## src/rtl/keypad_scan_bcd.sv

```systemverilog
// 4x4 keypad scanner/debouncer driving a 4-digit BCD entry register.
// Optional KBD_AUTOREPEAT_EN adds held-key repeat events every REPEAT_SCANS scans.
module keypad_scan_bcd #(
  parameter int DEBOUNCE_SCANS = 4,
  parameter int REPEAT_SCANS   = 32
) (
  input  logic       clk_out_kbd,
  input  logic       reset,
  input  logic [3:0] Row,
  output logic [3:0] Col,
  output logic [3:0] BCD0,
  output logic [3:0] BCD1,
  output logic [3:0] BCD2,
  output logic [3:0] BCD3,
  output logic [3:0] key_code,
  output logic       key_valid
);

  localparam logic [3:0] DEB = 4'(DEBOUNCE_SCANS);

  if (DEBOUNCE_SCANS < 1 || DEBOUNCE_SCANS > 15 || REPEAT_SCANS < 1 || REPEAT_SCANS > 255) begin : g_bad_param
    $error("keypad_scan_bcd: parameter out of range");
  end

  typedef enum logic [1:0] {IDLE, CANDIDATE, PRESSED} state_t;

  logic [3:0] row_sync1_reg, row_sync2_reg;
  logic [3:0] cnt_reg;
  logic [1:0] acc_cnt_reg, merged_cnt;
  logic [3:0] acc_code_reg, merged_code;
  logic [3:0] row_hit;
  logic [2:0] col_cnt;
  logic [1:0] row_idx;
  logic       scan_done, res_none, res_one;

  state_t     state_reg, state_next;
  logic [3:0] sc_reg, sc_next, sc_inc;
  logic [3:0] cand_reg, cand_next;
  logic       accept, rep_fire;
  logic [3:0] accept_code;

  logic       key_valid_reg;
  logic [3:0] key_code_reg;
  logic [3:0] digit_reg [0:3];

  assign Col       = ~(4'b0001 << cnt_reg[3:2]);
  assign row_hit   = ~row_sync2_reg;
  assign col_cnt   = {2'b00, row_hit[0]} + {2'b00, row_hit[1]} + {2'b00, row_hit[2]} + {2'b00, row_hit[3]};
  assign scan_done = (cnt_reg == 4'd15);
  assign res_none  = (merged_cnt == 2'd0);
  assign res_one   = (merged_cnt == 2'd1);
  assign sc_inc    = sc_reg + 4'd1;

  always_comb begin
    row_idx = 2'd0;
    for (int r = 0; r < 4; r++) begin
      if (row_hit[r]) row_idx = 2'(r);
    end
  end

  // Key count saturates at 2 (MULTI); the code is only meaningful when exactly one key was seen.
  always_comb begin
    merged_cnt  = acc_cnt_reg;
    merged_code = acc_code_reg;
    if (cnt_reg[1:0] == 2'd3) begin
      if (col_cnt == 3'd1 && acc_cnt_reg == 2'd0) begin
        merged_cnt  = 2'd1;
        merged_code = {row_idx, cnt_reg[3:2]};
      end else if (col_cnt != 3'd0) begin
        merged_cnt = 2'd2;
      end
    end
  end

  always_ff @(posedge clk_out_kbd or negedge reset) begin
    if (!reset) begin
      row_sync1_reg <= 4'b1111;
      row_sync2_reg <= 4'b1111;
      cnt_reg       <= 4'd0;
      acc_cnt_reg   <= 2'd0;
      acc_code_reg  <= 4'd0;
    end else begin
      row_sync1_reg <= Row;
      row_sync2_reg <= row_sync1_reg;
      cnt_reg       <= cnt_reg + 4'd1;
      acc_cnt_reg   <= scan_done ? 2'd0 : merged_cnt;
      acc_code_reg  <= scan_done ? 4'd0 : merged_code;
    end
  end

`ifdef KBD_AUTOREPEAT_EN
  localparam logic [7:0] REP = 8'(REPEAT_SCANS);
  logic [7:0] rep_reg, rep_next;

  always_ff @(posedge clk_out_kbd or negedge reset) begin
    if (!reset) rep_reg <= 8'd0;
    else        rep_reg <= rep_next;
  end

  always_comb begin
    rep_next = rep_reg;
    rep_fire = 1'b0;
    if (state_reg != PRESSED) begin
      rep_next = 8'd0;
    end else if (scan_done) begin
      if (res_one && merged_code == cand_reg) begin
        if (rep_reg + 8'd1 == REP) begin
          rep_next = 8'd0;
          rep_fire = 1'b1;
        end else begin
          rep_next = rep_reg + 8'd1;
        end
      end else begin
        rep_next = 8'd0;
      end
    end
  end
`else
  assign rep_fire = 1'b0;
`endif

  always_ff @(posedge clk_out_kbd or negedge reset) begin
    if (!reset) begin
      state_reg <= IDLE;
      sc_reg    <= 4'd0;
      cand_reg  <= 4'd0;
    end else begin
      state_reg <= state_next;
      sc_reg    <= sc_next;
      cand_reg  <= cand_next;
    end
  end

  always_comb begin
    state_next = state_reg;
    sc_next    = sc_reg;
    cand_next  = cand_reg;
    if (scan_done) begin
      case (state_reg)
        IDLE: begin
          if (res_one) begin
            cand_next = merged_code;
            if (DEB == 4'd1) begin
              state_next = PRESSED;
              sc_next    = 4'd0;
            end else begin
              state_next = CANDIDATE;
              sc_next    = 4'd1;
            end
          end
        end
        CANDIDATE: begin
          if (!res_one) begin
            state_next = IDLE;
            sc_next    = 4'd0;
          end else if (merged_code != cand_reg) begin
            cand_next = merged_code;
            sc_next   = 4'd1;
          end else if (sc_inc == DEB) begin
            state_next = PRESSED;
            sc_next    = 4'd0;
          end else begin
            sc_next = sc_inc;
          end
        end
        PRESSED: begin
          if (!res_none) begin
            sc_next = 4'd0;
          end else if (sc_inc == DEB) begin
            state_next = IDLE;
            sc_next    = 4'd0;
          end else begin
            sc_next = sc_inc;
          end
        end
        default: begin
          state_next = IDLE;
          sc_next    = 4'd0;
        end
      endcase
    end
  end

  always_comb begin
    accept      = 1'b0;
    accept_code = cand_reg;
    if (scan_done && res_one) begin
      if (state_reg == IDLE && DEB == 4'd1) begin
        accept      = 1'b1;
        accept_code = merged_code;
      end else if (state_reg == CANDIDATE && merged_code == cand_reg && sc_inc == DEB) begin
        accept = 1'b1;
      end
    end
    if (rep_fire) accept = 1'b1;
  end

  // Entry register: digits shift in from the right, backspace shifts back out.
  always_ff @(posedge clk_out_kbd or negedge reset) begin
    if (!reset) begin
      key_valid_reg <= 1'b0;
      key_code_reg  <= 4'd0;
      for (int i = 0; i < 4; i++) digit_reg[i] <= 4'hF;
    end else begin
      key_valid_reg <= accept;
      if (accept) begin
        key_code_reg <= accept_code;
        if (accept_code <= 4'd9) begin
          digit_reg[0] <= digit_reg[1];
          digit_reg[1] <= digit_reg[2];
          digit_reg[2] <= digit_reg[3];
          digit_reg[3] <= accept_code;
        end else if (accept_code == 4'hA) begin
          for (int i = 0; i < 4; i++) digit_reg[i] <= 4'hF;
        end else if (accept_code == 4'hB) begin
          digit_reg[3] <= digit_reg[2];
          digit_reg[2] <= digit_reg[1];
          digit_reg[1] <= digit_reg[0];
          digit_reg[0] <= 4'hF;
        end
      end
    end
  end

  assign key_valid = key_valid_reg;
  assign key_code  = key_code_reg;
  assign BCD0      = digit_reg[0];
  assign BCD1      = digit_reg[1];
  assign BCD2      = digit_reg[2];
  assign BCD3      = digit_reg[3];

endmodule

```

## config.mk

```make
export PLATFORM = sky130hd
export DESIGN_NAME = keypad_scan_bcd
export DESIGN_NICKNAME = d
export VERILOG_FILES = /design/src/rtl/keypad_scan_bcd.sv
export SDC_FILE = /design/constraint.sdc
export NUM_CORES = 1
export LEC_CHECK = 0
export BUFFER_PORTS_ARGS = -buffer_cell sky130_fd_sc_hd__buf_2
export CAP_MARGIN = 20
export CORE_ASPECT_RATIO = 1.25
export CORE_MARGIN = 5
export CORE_UTILIZATION = 50
export CTS_BUF_LIST = sky130_fd_sc_hd__clkbuf_16
export CTS_CLUSTER_SIZE = 12
export DETAILED_ROUTE_END_ITERATION = 7
export PLACE_DENSITY = 0.73
export REMOVE_ABC_BUFFERS = 1
export SETUP_SLACK_MARGIN = 0.1
export SYNTH_ARGS = -nofsm -noshare
export SYNTH_HDL_FRONTEND = slang
export SYNTH_SLANG_ARGS = --single-unit
```

## constraint.sdc

```tcl
create_clock -name clk_out_kbd -period 3.4 [get_ports clk_out_kbd]
set_clock_uncertainty 0.2 [all_clocks]
set_input_delay 0.68 -clock clk_out_kbd [delete_from_list [all_inputs] [get_ports clk_out_kbd]]
set_output_delay 0.68 -clock clk_out_kbd [all_outputs]
set_load 0.1 [all_outputs]
```

==> results.md <==
* Status: complete, no violations
* DR pass1 iterations at 4
* RSZ-0062 raised after global routing: yes
* Final setup viols at 0
* CTS buffer count at 5
* Initial Util at 50.72%
* Grt ovf at 0
* Buf/Inv on CP at 3
* Leakage at 1.392 nW
* Vias at 1976
* Final Max Tran Viols at 0
* Post-Syn Area per Cell at 10.54 um^2
* Count of cell types in the netlist at 53
* Slew @ Worst Pin at 0.7687 ns
* Total power at 1.177 mW
* Gr usage total at 17.74%
* Critical Path AT at 3.21 ns
* Die span in x at 73.75 um
* CP Capture Type: flop
* Nets at 297
* Worst Setup SP: row_sync2_reg[1]
* Period minus WS final at 3.246 ns
* Seq. cell area at 1256 um^2
* Drc violations at 0
* Crit path max fanout at 7
* CORE AREA at 5007 um^2
* Antenna Nets Post-Route at 0
* Core Rows at 29
* GPL Wtd Cong at 0.8260
* Fin crit share at 95.47%
* CTS Root Cell: clkbuf_16
* Cell Area, Placed at 2830 um^2
* Final Hold Fails at 0
* PwrDens at 381.2 nW/um^2
* Fraction of layout cells with a size suffix above 1 at 36.01%
* Area of the multi-input gates at 1225 um^2
* Die area at 6614 um^2
* CTS tree: yes
* Max-cap violations at 0
* Worst min path class: primary input to asynchronous set/reset pin
* CP required at 3.37 ns
* Pin count of the biggest net entering global routing at 50
* Max stage delay on crit path at 0.55 ns
* Synth Flop Type: dfrtp_1
* Sink Count at 49
* Via density at 5.678
* Post-Synthesis Cells at 241
* Fin area at 3087 um^2
* R2R depth at 11
* Post-synth ARST share at 100.0%
* Largest cells by area after synthesis: dfstp_2 25%, dfrtp_1 25%, mux2i_1 6.3%
* Maximum vdd drop at 0.3900 mV
* Detailed Place HPWL at 3588 um
* Fmax at 308.1 MHz
* Clk slew on worst S/H paths at 0.06 ns
* Register area share after synthesis at 49.46%
* Final core occ at 61.64%
* Number of global-route vias before repair at 2008
* H-tree depth at 2
* Initial antenna violation count at 0
* CP Launch Type: flop
* Slew margin rel. at 48.75%
* CP most frequent cell: ha_4
* Die Y-Extent at 89.69 um
* Post-synth EDFFs at 0
* Levels on crit path at 11
* Mapped Area at 2540 um^2
* Number of port buffers at 30
* #FFs+latches synth at 49
* Commonest cells after routing, fill and taps aside: 30 x buf_2, 25 x dfrtp_1, 24 x dfstp_2
* Commonest non-fill, non-tap cell in the layout: buf_2
* Fillers at 404
* CP max-delay cell: dfstp_2
* # IOs at 31
* Yosys top cell by area: dfstp_2
* CTS Buffer Depth at 2
* Top delay family on crit path: adder cells
* Critical Path, Cell by Cell: fa_1 > inv_2 > ha_4 > ha_4 > or2_4 > a221oi_2 > buf_4 > nand3_2 > a2111oi_4 > buf_6 > mux2_2
* Total wire length at 5295 um
* DR WL/cell at 15.22 um
* Drt initial violations at 68
* Number of inserted diodes at 0
* Synth top area share at 24.83%
* Kind of critical path: flop to flop
* Clk_lat worst skew at 0.28 ns
* First-pass GRT wire length at 9156 um
* Synth warn at 0
* Critical R2R Launch: row_sync2_reg[1]
* # hold bufs at CTS at 0
* Syn-to-layout area delta at 21.53%
==> metrics by stage <==
stage	setup slack, ns	setup TNS (ns)	instances	hold slack [ns]
after global placement	0.01878	0	336	0.1454
final	0.1540	0	348	0.08213
after floorplan	-0.3908	-3.980	230	0.1452
after detailed placement	-0.03644	-0.1256	336	0.1475
after global routing	0.07775	0	348	0.1032
after CTS	0.1108	0	346	0.1571
==> timing repair <==
item	4_1_cts	5_1_grt
cloned	0	0
buffers inserted	2	1
resized for setup	8	8
setup endpoints to repair	18	25
pin swaps	5	5
==> layout make-up <==
type                            count  share of cell area (%)
Clock buffer                        5                   4.054
Tap cell                           62                   2.513
Sequential cell                    49                   40.70
Timing Repair Buffer               48                   10.30
Multi-Input combinational cell    162                   39.68
Inverter                           19                   2.310
Clock inverter                      3                  0.4459
==> cells by family after synthesis <==
family | Yosys count | share of synthesized area, %
AO/OA/AOI/OAI | 61 | 17.04
XOR/XNOR | 5 | 1.724
adder cells (fa/ha/maj) | 6 | 3.251
buffers and inverters | 30 | 4.976
flip-flops | 49 | 49.46
multiplexers | 22 | 8.965
AND/OR/NAND/NOR | 68 | 14.58
==> path summary, 6_finish.rpt <==
| path | slack [ns] | endpoint |
|---|---|---|
| max in group asynchronous | 2.36 | BCD3[3] |
| setup reg to reg | 0.15 | key_code[2] |
| setup / recovery | 0.15 | key_code[2] |
| hold / removal | 0.08 | acc_cnt_reg[1] |
| min in group clk_out_kbd | 0.16 | row_sync2_reg[3] |
| hold reg to reg | 0.16 | row_sync2_reg[3] |
==> synth_stat cells (3+ instances only) <==
cell type / instances
o31ai_1: 3
mux2i_1: 16
mux2_2: 6
inv_1: 19
ha_1: 5
o21ai_0: 11
nand3_1: 9
or2_2: 3
xor2_1: 3
clkbuf_1: 7
a21oi_1: 12
o22a_1: 4
nand2b_1: 11
dfrtp_1: 25
a21o_1: 3
nand2_1: 13
nor2_1: 14
dfstp_2: 24
o22ai_1: 9
==> report_power, final <==
group | switching, mW | internal [mW] | leakage (nW)
clock network | 0.203 | 0.268 | 0.0730
logic | 0.0481 | 0.0443 | 0.725
registers | 0.0158 | 0.597 | 0.594
==> layer usage <==
metal / GRT usage [%] / vias up / wire, um
met1: 22.50 / 984 / 2252
met2: 29.84 / 35 / 2707
li1: - / 946 / -
met5: 0 / - / 0
met3: 3.452 / 11 / 202
met4: 6.919 / 0 / 132
No activity file was read; power rests on OpenSTA's default activity.
